--- src/rtl/sync_probe_pkg.sv ---
// Shared types for the probe packer: record layout, record types and FSM states.
package sync_probe_pkg;

  localparam int TS_W = 27;

  typedef enum logic [3:0] {
    PT_DIVERGE  = 4'd1,
    PT_COMMIT   = 4'd2,
    PT_DONE     = 4'd3,
    PT_OVERFLOW = 4'd4
  } probe_type_e;

  typedef struct packed {
    probe_type_e     ptype;
    logic            side;
    logic [TS_W-1:0] ts;
    logic [31:0]     payload;
  } probe_rec_t;

  typedef enum logic [1:0] {
    ST_SYNC,
    ST_DIVERGED,
    ST_FINISHED
  } fsm_state_e;

  function automatic probe_rec_t make_rec(probe_type_e t, logic side,
                                          logic [TS_W-1:0] ts, logic [31:0] payload);
    probe_rec_t r;
    r.ptype   = t;
    r.side    = side;
    r.ts      = ts;
    r.payload = payload;
    return r;
  endfunction

endpackage

--- src/rtl/sync_probe_packer_fifo.sv ---
// Record FIFO accepting up to two in-order pushes and one pop per edge.
module probe_fifo2w1r #(
  parameter int DEPTH = 8,
  parameter int W     = 64,
  localparam int AW   = $clog2(DEPTH)
) (
  input  logic         clock,
  input  logic         reset,
  input  logic [1:0]   push_n,
  input  logic [W-1:0] push_data0,
  input  logic [W-1:0] push_data1,
  input  logic         pop,
  output logic [W-1:0] head,
  output logic [AW:0]  free_cnt,
  output logic         empty
);

  logic [W-1:0]  mem_q [DEPTH];
  logic [AW-1:0] wr_q, wr_d;
  logic [AW-1:0] rd_q, rd_d;
  logic [AW:0]   cnt_q, cnt_d;

  always_comb begin
    wr_d  = wr_q + AW'(push_n);
    rd_d  = rd_q + AW'(pop);
    cnt_d = cnt_q + (AW+1)'(push_n) - (AW+1)'(pop);
  end

  always_ff @(posedge clock or negedge reset) begin
    if (!reset) begin
      wr_q  <= '0;
      rd_q  <= '0;
      cnt_q <= '0;
    end else begin
      wr_q  <= wr_d;
      rd_q  <= rd_d;
      cnt_q <= cnt_d;
    end
  end

  // Storage carries no reset; the count alone defines which entries are live.
  always_ff @(posedge clock) begin
    if (push_n != 2'd0) mem_q[wr_q] <= push_data0;
    if (push_n == 2'd2) mem_q[wr_q + AW'(1)] <= push_data1;
  end

  assign head     = mem_q[rd_q];
  assign free_cnt = (AW+1)'(DEPTH) - cnt_q;
  assign empty    = (cnt_q == '0);

endmodule

--- src/rtl/sync_probe_packer.sv ---
// Detects the first DUT/variant enqueue divergence, then packs commit and done
// events into 64-bit probe records streamed through a small FIFO.
module sync_probe_packer
  import sync_probe_pkg::*;
#(
  parameter int          FIFO_DEPTH = 8,
  parameter logic [31:0] DONE_INST  = 32'h00302013,
  parameter int          MAX_WINDOW = 4096
) (
  input  logic        clock,
  input  logic        reset,
  input  logic        dut_enq_valid,
  input  logic [31:0] dut_enq_inst,
  input  logic        vnt_enq_valid,
  input  logic [31:0] vnt_enq_inst,
  input  logic        dut_commit_valid,
  input  logic [31:0] dut_commit_inst,
  input  logic        vnt_commit_valid,
  input  logic [31:0] vnt_commit_inst,
  output logic        probe_wen,
  output logic [63:0] probe_write,
  output logic        diverged,
  output logic        finished,
  output logic        timed_out,
  output logic [15:0] drop_count
);

  localparam int AW    = $clog2(FIFO_DEPTH);
  localparam int WIN_W = $clog2(MAX_WINDOW) + 1;
  localparam logic [WIN_W-1:0] WIN_LAST = WIN_W'(MAX_WINDOW - 1);

  fsm_state_e      state_q, state_d;
  logic [TS_W-1:0] ts_q, ts_d;
  logic [WIN_W-1:0] win_q, win_d;
  logic            dut_done_q, dut_done_d;
  logic            vnt_done_q, vnt_done_d;
  logic            diverged_q, diverged_d;
  logic            finished_q, finished_d;
  logic            timed_out_q, timed_out_d;
  logic            ovf_pend_q, ovf_pend_d;
  logic            ovf_act_q, ovf_act_d;
  logic [63:0]     ovf_rec_q, ovf_rec_d;
  logic [15:0]     drop_q, drop_d;

  logic [63:0] dut_rec, vnt_rec, cand0, cand1;
  logic [1:0]  n_cand, n_acc, n_drop;
  logic        mismatch, dut_log, vnt_log, dut_hit, vnt_hit;
  logic        pop, ovf_start, fifo_empty;
  logic [AW:0] fifo_free;
  logic [63:0] fifo_head;
  logic [16:0] drop_sum;
  int          avail;

  assign mismatch = (dut_enq_valid != vnt_enq_valid) ||
                    (dut_enq_valid && vnt_enq_valid && (dut_enq_inst != vnt_enq_inst));
  assign dut_hit  = (dut_commit_inst == DONE_INST);
  assign vnt_hit  = (vnt_commit_inst == DONE_INST);
  assign dut_rec  = make_rec(dut_hit ? PT_DONE : PT_COMMIT, 1'b0, ts_q, dut_commit_inst);
  assign vnt_rec  = make_rec(vnt_hit ? PT_DONE : PT_COMMIT, 1'b1, ts_q, vnt_commit_inst);

  assign pop       = ~ovf_act_q & ~fifo_empty;
  assign ovf_start = ovf_pend_q & fifo_empty & ~ovf_act_q;

  always_comb begin
    state_d     = state_q;
    ts_d        = ts_q + TS_W'(1);
    win_d       = win_q;
    dut_done_d  = dut_done_q;
    vnt_done_d  = vnt_done_q;
    diverged_d  = diverged_q;
    finished_d  = finished_q;
    timed_out_d = timed_out_q;
    cand0       = dut_rec;
    cand1       = vnt_rec;
    n_cand      = 2'd0;
    dut_log     = 1'b0;
    vnt_log     = 1'b0;

    case (state_q)
      ST_SYNC: begin
        if (mismatch) begin
          cand0      = make_rec(PT_DIVERGE, 1'b0, ts_q, dut_enq_inst);
          n_cand     = 2'd1;
          state_d    = ST_DIVERGED;
          diverged_d = 1'b1;
          win_d      = '0;
        end
      end
      ST_DIVERGED: begin
        dut_log    = dut_commit_valid & ~dut_done_q;
        vnt_log    = vnt_commit_valid & ~vnt_done_q;
        dut_done_d = dut_done_q | (dut_log & dut_hit);
        vnt_done_d = vnt_done_q | (vnt_log & vnt_hit);
        // Compact candidates so the DUT record always occupies the first slot.
        if (dut_log) begin
          n_cand = vnt_log ? 2'd2 : 2'd1;
        end else if (vnt_log) begin
          cand0  = vnt_rec;
          n_cand = 2'd1;
        end
        win_d = win_q + WIN_W'(1);
        if (dut_done_d && vnt_done_d) begin
          state_d    = ST_FINISHED;
          finished_d = 1'b1;
        end else if (win_q == WIN_LAST) begin
          state_d     = ST_FINISHED;
          finished_d  = 1'b1;
          timed_out_d = 1'b1;
        end
      end
      default: ;
    endcase
  end

  // Drops fall off the tail of the compacted list, so VNT is shed before DUT.
  always_comb begin
    avail = int'(fifo_free) + int'(pop);
    if (avail < int'(n_cand)) n_acc = 2'(avail);
    else                      n_acc = n_cand;
    n_drop   = n_cand - n_acc;
    drop_sum = {1'b0, drop_q} + 17'(n_drop);
    drop_d   = drop_sum[16] ? 16'hFFFF : drop_sum[15:0];
    ovf_act_d  = ovf_start;
    ovf_pend_d = (ovf_pend_q & ~ovf_start) | (n_drop != 2'd0);
    ovf_rec_d  = ovf_start ? 64'(make_rec(PT_OVERFLOW, 1'b0, ts_q, {16'b0, drop_q}))
                           : ovf_rec_q;
  end

  always_ff @(posedge clock or negedge reset) begin
    if (!reset) begin
      state_q     <= ST_SYNC;
      ts_q        <= '0;
      win_q       <= '0;
      dut_done_q  <= 1'b0;
      vnt_done_q  <= 1'b0;
      diverged_q  <= 1'b0;
      finished_q  <= 1'b0;
      timed_out_q <= 1'b0;
      ovf_pend_q  <= 1'b0;
      ovf_act_q   <= 1'b0;
      ovf_rec_q   <= '0;
      drop_q      <= '0;
    end else begin
      state_q     <= state_d;
      ts_q        <= ts_d;
      win_q       <= win_d;
      dut_done_q  <= dut_done_d;
      vnt_done_q  <= vnt_done_d;
      diverged_q  <= diverged_d;
      finished_q  <= finished_d;
      timed_out_q <= timed_out_d;
      ovf_pend_q  <= ovf_pend_d;
      ovf_act_q   <= ovf_act_d;
      ovf_rec_q   <= ovf_rec_d;
      drop_q      <= drop_d;
    end
  end

  probe_fifo2w1r #(
    .DEPTH (FIFO_DEPTH),
    .W     (64)
  ) u_fifo (
    .clock      (clock),
    .reset      (reset),
    .push_n     (n_acc),
    .push_data0 (cand0),
    .push_data1 (cand1),
    .pop        (pop),
    .head       (fifo_head),
    .free_cnt   (fifo_free),
    .empty      (fifo_empty)
  );

  assign probe_wen   = ovf_act_q | ~fifo_empty;
  assign probe_write = ovf_act_q ? ovf_rec_q : (fifo_empty ? 64'd0 : fifo_head);
  assign diverged    = diverged_q;
  assign finished    = finished_q;
  assign timed_out   = timed_out_q;
  assign drop_count  = drop_q;

endmodule

--- config.mk ---
export PLATFORM = sky130hd
export DESIGN_NAME = sync_probe_packer
export DESIGN_NICKNAME = d
export VERILOG_FILES = /design/src/rtl/sync_probe_pkg.sv /design/src/rtl/sync_probe_packer_fifo.sv /design/src/rtl/sync_probe_packer.sv
export SDC_FILE = /design/constraint.sdc
export NUM_CORES = 1
export LEC_CHECK = 0
export BUFFER_PORTS_ARGS = -buffer_cell sky130_fd_sc_hd__buf_4
export CORE_MARGIN = 2
export CORE_UTILIZATION = 30
export CTS_CLUSTER_DIAMETER = 80
export CTS_CLUSTER_SIZE = 8
export DETAILED_ROUTE_END_ITERATION = 10
export HOLD_SLACK_MARGIN = 0.12
export SYNTH_ARGS = -nofsm -noshare
export SYNTH_HDL_FRONTEND = slang
export SYNTH_HIERARCHICAL = 1
export SYNTH_SLANG_ARGS = --single-unit
--- constraint.sdc ---
create_clock -name clock -period 7.7 [get_ports clock]
set_input_delay 0.77 -clock clock [delete_from_list [all_inputs] [get_ports clock]]
set_output_delay 0.77 -clock clock [all_outputs]
set_load 0.02 [all_outputs]
# Word level (Yosys, flattened, before mapping)
# Memory sizes are Yosys's and may differ from the RTL's.
# Index checks and enable logic that the tools add are counted.
# word_totals
mem_count	1
wordCells	97
regBits	119
out_inout_bits	84
mem_bits_rw	496
# classes
magnitude_cmp	1
addsub	11
eq_ne	9
bitwise_logic	18
n_reduce_logical	15
mux	27
# memory_table
memory	depth	width	read_ports	rd_clocked_by_memory_dff	wr	line_no	source
u_fifo.mem_q	8	62	1	0	2	sync_probe_packer_fifo.sv:18	logic [W-1:0] mem_q [DEPTH];
# op_table
op	count
two-way mux 64 bit	2
case mux 62 bit (2 select lines)	1
two-way mux 61 bit	2
equality test 32 x 22 -> 1 bit, second input constant	2
two-way mux 62 bit	1
inequality test 32 bit	1
adder 27 x 1 -> 27 bit, second input constant	1
case mux 13 bit (2 select lines)	1
adder 16 x 2 -> 17 bit	1
two-way mux 16 bit	1
adder 13 x 1 -> 13 bit, second input constant	1
equality test 13 x 12 -> 1 bit, second input constant	1
two-way mux 13 bit	1
two-way mux 2 bit	6
two-way mux 1 bit	10
bitwise AND 1 bit	8
case mux 2 bit (2 select lines)	2
nonzero test 2 bit	4
inverter 1 bit	6
AND reduction 2 bit	3
AND reduction 3 bit	2
adder 4 x 1 -> 5 bit	1
< comparator 5 x 2 -> 1 bit	1
adder 4 x 2 -> 4 bit	1
other kinds (16)	21

# Longest topological paths before layout
# logic_depth
depth_word	10
ltp_mapped	23

# Modules after synthesis
# The synthesis kept the hierarchy.
# by_module_without_submodules
module	n_inst	cells_each	area_each_um2
probe_fifo2w1r	1	1379	26157.6
sync_probe_packer	1	684	6580.1

# Worst setup path before layout
# OpenSTA, ideal clock, no wires.
# synth_timing
path_type	reg2reg
from	reg u_fifo.cnt_q[2]
to	reg, netlist name u_fifo/mem_q[1][0]
synth_period_minus_slack_ns	8.238
t_arrival_ns	7.657
stages_incl_launch_ff	14
path_buffers	1
required_ns	7.119
setup_time_ns	0.581
path_slack_ns	-0.538
cell_sequence	dfrtp_1 > inv_1 > ha_1 > and2_1 > nor2_1 > clkbuf_1 > ha_1 > ha_1 > ha_1 > o21ai_0 > o31ai_1 > mux2i_1 > o21ai_0 > o31ai_1
# synth_rtl
item	line_no	source
start, declared	sync_probe_packer_fifo.sv:21	logic [AW:0] cnt_q, cnt_d;
start signal, assigned	sync_probe_packer_fifo.sv:37	cnt_q <= cnt_d;

==> results.toml <==
[clocking]
cts.sinks = 631
numCtsBuffers = 88
cts_tree = "done"
hold_buffers = 0
path_clk_slew_ns = 0.05
h-tree-depth = 3
clockBufferDepth = 3
clock_latency_ns = 0.63
ctsResizeCount = 0
cts_setup_buffers = 0
cts-root-buf = "clkbuf_16"

[floorplan]
fp.coreArea_sq_um = 109000
boundaryPins = 218
die_h_microns = 334
die_x_microns = 334
die_area_sq_um = 112000
start_util_pct = 30.2
num_rows = 121

[grt]
grt_first_pass_wirelength_microns = 142000
grt.total_usage_pct = 17.4
antenna_found_initial = 3
grt_pass1_vias = 20800
overflow = 0
grt_max_degree = 67

[logic_synthesis]
yosysUniqueCellTypes = 65
syn_area_per_cell_sq_um = 15.9
syn_inst = 2063
ys.flop_type = "edfxtp_1"
yosys_register_bits = 631
syn_area_sq_um = 32700
yosysWarnings = 6
seq_area_frac_synth_pct = 56.1
async_flop_share_pct = 18.9
synth-edff-count = 512

[sta]
hold_viol_final = 0
clock_skew_ns = 0.0202
fin_crit_sh_pct = 73.3
slew_headroom_pct = 21.4
post-route-min-period_ns = 5.64
tightest_slew_ns = 1.18
fmax_mhz = 177
rsz0062_at_grt = "no"
setup_viol = 0
drv_slew = 0

[place]
place_congestion = 0.904
dp_hpwl_microns = 58400
dpl.cell_count = 3647
numPortBuffers = 217
place_area_sq_um = 36000

[worst_setup_path]
start_kind = "flip-flop"
critical-path-top-delay-family = "simple AND/OR/NAND/NOR gates"
r2r_slack_ns = 2.06
critPathMaxFanout = 38
cpMostUsedCell = "ha_1"
cp.arrival_ns = 6.00
critPathSlowestCell = "nand3_4"
critical_path_buf_inv_count = 2
cpPeakStageDelay_ns = 0.81
path_cells = "inv_1, ha_1, and2_1, nor2_4, ha_1, ha_1, ha_1, o21ai_0, o31ai_1, mux2i_1, nor3b_1, nand3_4, buf_4, mux2_2"
cp_data_required_time_ns = 8.06
cp-startpoint = "u_fifo/cnt_q[0]$_DFF_PN0_"
reg2reg_from = "u_fifo/cnt_q[0]$_DFF_PN0_"
worstSetupPathType = "flip-flop to flip-flop"
setup.worst_path.end_class = "flip-flop"

[power]
power_density_nw_per_um2 = 197
peakVddDrop_mv = 0.148
p_leak_nw = 13.5

[layout]
syn_to_final_growth_pct = 17.9
stdcell_count = 3807
nets = 2482
drive_gt1_share_pct = 45.2
fill_cells = 10200
stdcell_area_sq_um = 38600
multi_input_area_sq_um = 13800
regArea_sq_um = 18400

[routing]
drt_iter0_markers = 1627
firstDrtPassIters = 5
ant_nets = 0
post_drt_wl_per_cell_microns = 25.7
drt_wl_total_microns = 98000
vias = 19800
via_per_inst = 5.19
drc_errors = 0

[flow_run]
drv_cap = 0

[run_status]
status = "complete, no violations"

[hold_path]
hp-class = "input pin to asynchronous set/reset pin"
## path summary, 6_finish.rpt
path	depth (start not counted)	endpoint
worst max-delay path	14	u_fifo/mem_q[3][37]$_DFFE_PP_
worst min-delay path	1	win_q[11]$_DFFE_PN0P_
worst max register to register	14	u_fifo/mem_q[3][37]$_DFFE_PP_
worst min register to register	1	finished$_DFFE_PN0P_
max in group asynchronous	2	drop_count[10]$_DFF_PN0_
min in group clock	1	finished$_DFFE_PN0P_
## worst register-to-register path: stages, from the launching register on
cell     delay, ns
dfrtp_1       0.41
inv_1         0.09
ha_1          0.18
and2_1        0.23
nor2_4        0.06
ha_1          0.21
ha_1          0.30
ha_1          0.28
o21ai_0       0.20
o31ai_1       0.38
mux2i_1       0.63
nor3b_1       0.63
nand3_4       0.81
buf_4         0.62
mux2_2        0.36
## cells in the final DEF, fill, tap and decap left out, types with 11 or more instances in the layout
cell	count
a21oi_1	11
a221o_1	34
a22o_1	48
and2_1	56
buf_4	238
clkbuf_1	61
clkbuf_16	91
conb_1	48
dfrtp_1	115
edfxtp_1	512
ha_1	22
inv_1	27
mux2_1	23
mux2_2	575
mux4_2	128
nand2_1	97
nand3_1	23
nand4_1	18
nor2_1	31
nor3_1	11
o21ai_0	11
xnor2_1	57
xor2_1	20
## where the power goes
group          total [mW]  internal [mW]  switching (mW)
registers            3.68           3.67         0.00123
logic               0.251          0.120           0.131
clock network        3.66           2.20            1.46
total                7.58           5.99            1.59
## final cells by class
type,instances,share of cell area (%)
tap,1414,4.58
multi-input combinational,1326,35.7
clock inverter,4,0.178
clock buffer,152,6.49
sequential,631,47.6
inverter,28,0.272
timing repair buffer,248,5.13
antenna,4,0.0259
## metal layers
layer	global-route usage, %	up-vias	routed length [microns]
li1	-	8641	-
met1	23.1	10300	42500
met2	28.8	675	47100
met3	3.45	138	6010
met4	4.70	0	2310
met5	0	-	0
## sequential cells by signal (all words and copies together), names as in the netlist, 2 cells and up
register / cells
state_q: 2
win_q: 13
ts_q: 27
drop_count: 16
u_fifo/rd_q: 3
u_fifo/wr_q: 3
u_fifo/cnt_q: 4
u_fifo/mem_q: 512
ovf_rec_q: 44
## cell usage after synthesis, drive strengths merged (2+ instances only)
master | count | area share (%)
mux2 | 598 | 21
edfxtp | 512 | 47
mux4 | 128 | 8.8
dfrtp | 119 | 9.1
nand2 | 101 | 1.2
buf | 90 | 2.1
xnor2 | 58 | 1.6
and2 | 56 | 1.1
a22o | 48 | 1.3
nor2 | 36 | 0.47
a221o | 34 | 1.0
clkbuf | 34 | 0.39
inv | 27 | 0.31
nand3 | 25 | 0.38
ha | 22 | 0.84
xor2 | 21 | 0.58
nand4 | 19 | 0.38
o21ai | 16 | 0.24
nor4 | 12 | 0.29
a21oi | 11 | 0.17
nor3 | 11 | 0.17
nand2b | 9 | 0.17
a21o | 6 | 0.14
o31ai | 6 | 0.14
a31oi | 5 | 0.096
nor3b | 5 | 0.11
nor4b | 5 | 0.13
nor4bb | 5 | 0.15
and3 | 4 | 0.076
fa | 3 | 0.18
nor2b | 3 | 0.057
o21a | 3 | 0.069
or2 | 3 | 0.057
a211oi | 2 | 0.046
conb | 2 | 0.023
mux2i | 2 | 0.061
nand4b | 2 | 0.054
o21bai | 2 | 0.046
o22ai | 2 | 0.038
or3 | 2 | 0.054
or4 | 2 | 0.057
## cells by family after synthesis
group,share of synthesized area (%)
adder cells (fa/ha/maj),1.02
AO/OA/AOI/OAI,3.55
XOR/XNOR,2.16
buffers and inverters,2.86
flip-flops,56.1
multiplexers,29.4
AND/OR/NAND/NOR,4.89
other,0.0229
## through the flow
step	setup TNS (ns)	power (mW)	hold slack, ns	setup slack (ns)	utilization (%)
final	0	7.58	0.137	2.06	35.5
after global routing	0	7.82	0.173	1.80	35.5
after CTS	0	7.65	0.153	2.15	35.5
after detailed placement	0	3.99	0.456	1.61	33.2
after global placement	0	3.98	0.452	1.66	33.2
after floorplan	-65.50	3.85	0.436	-0.344	-
Power figures use the tool's default switching activity.
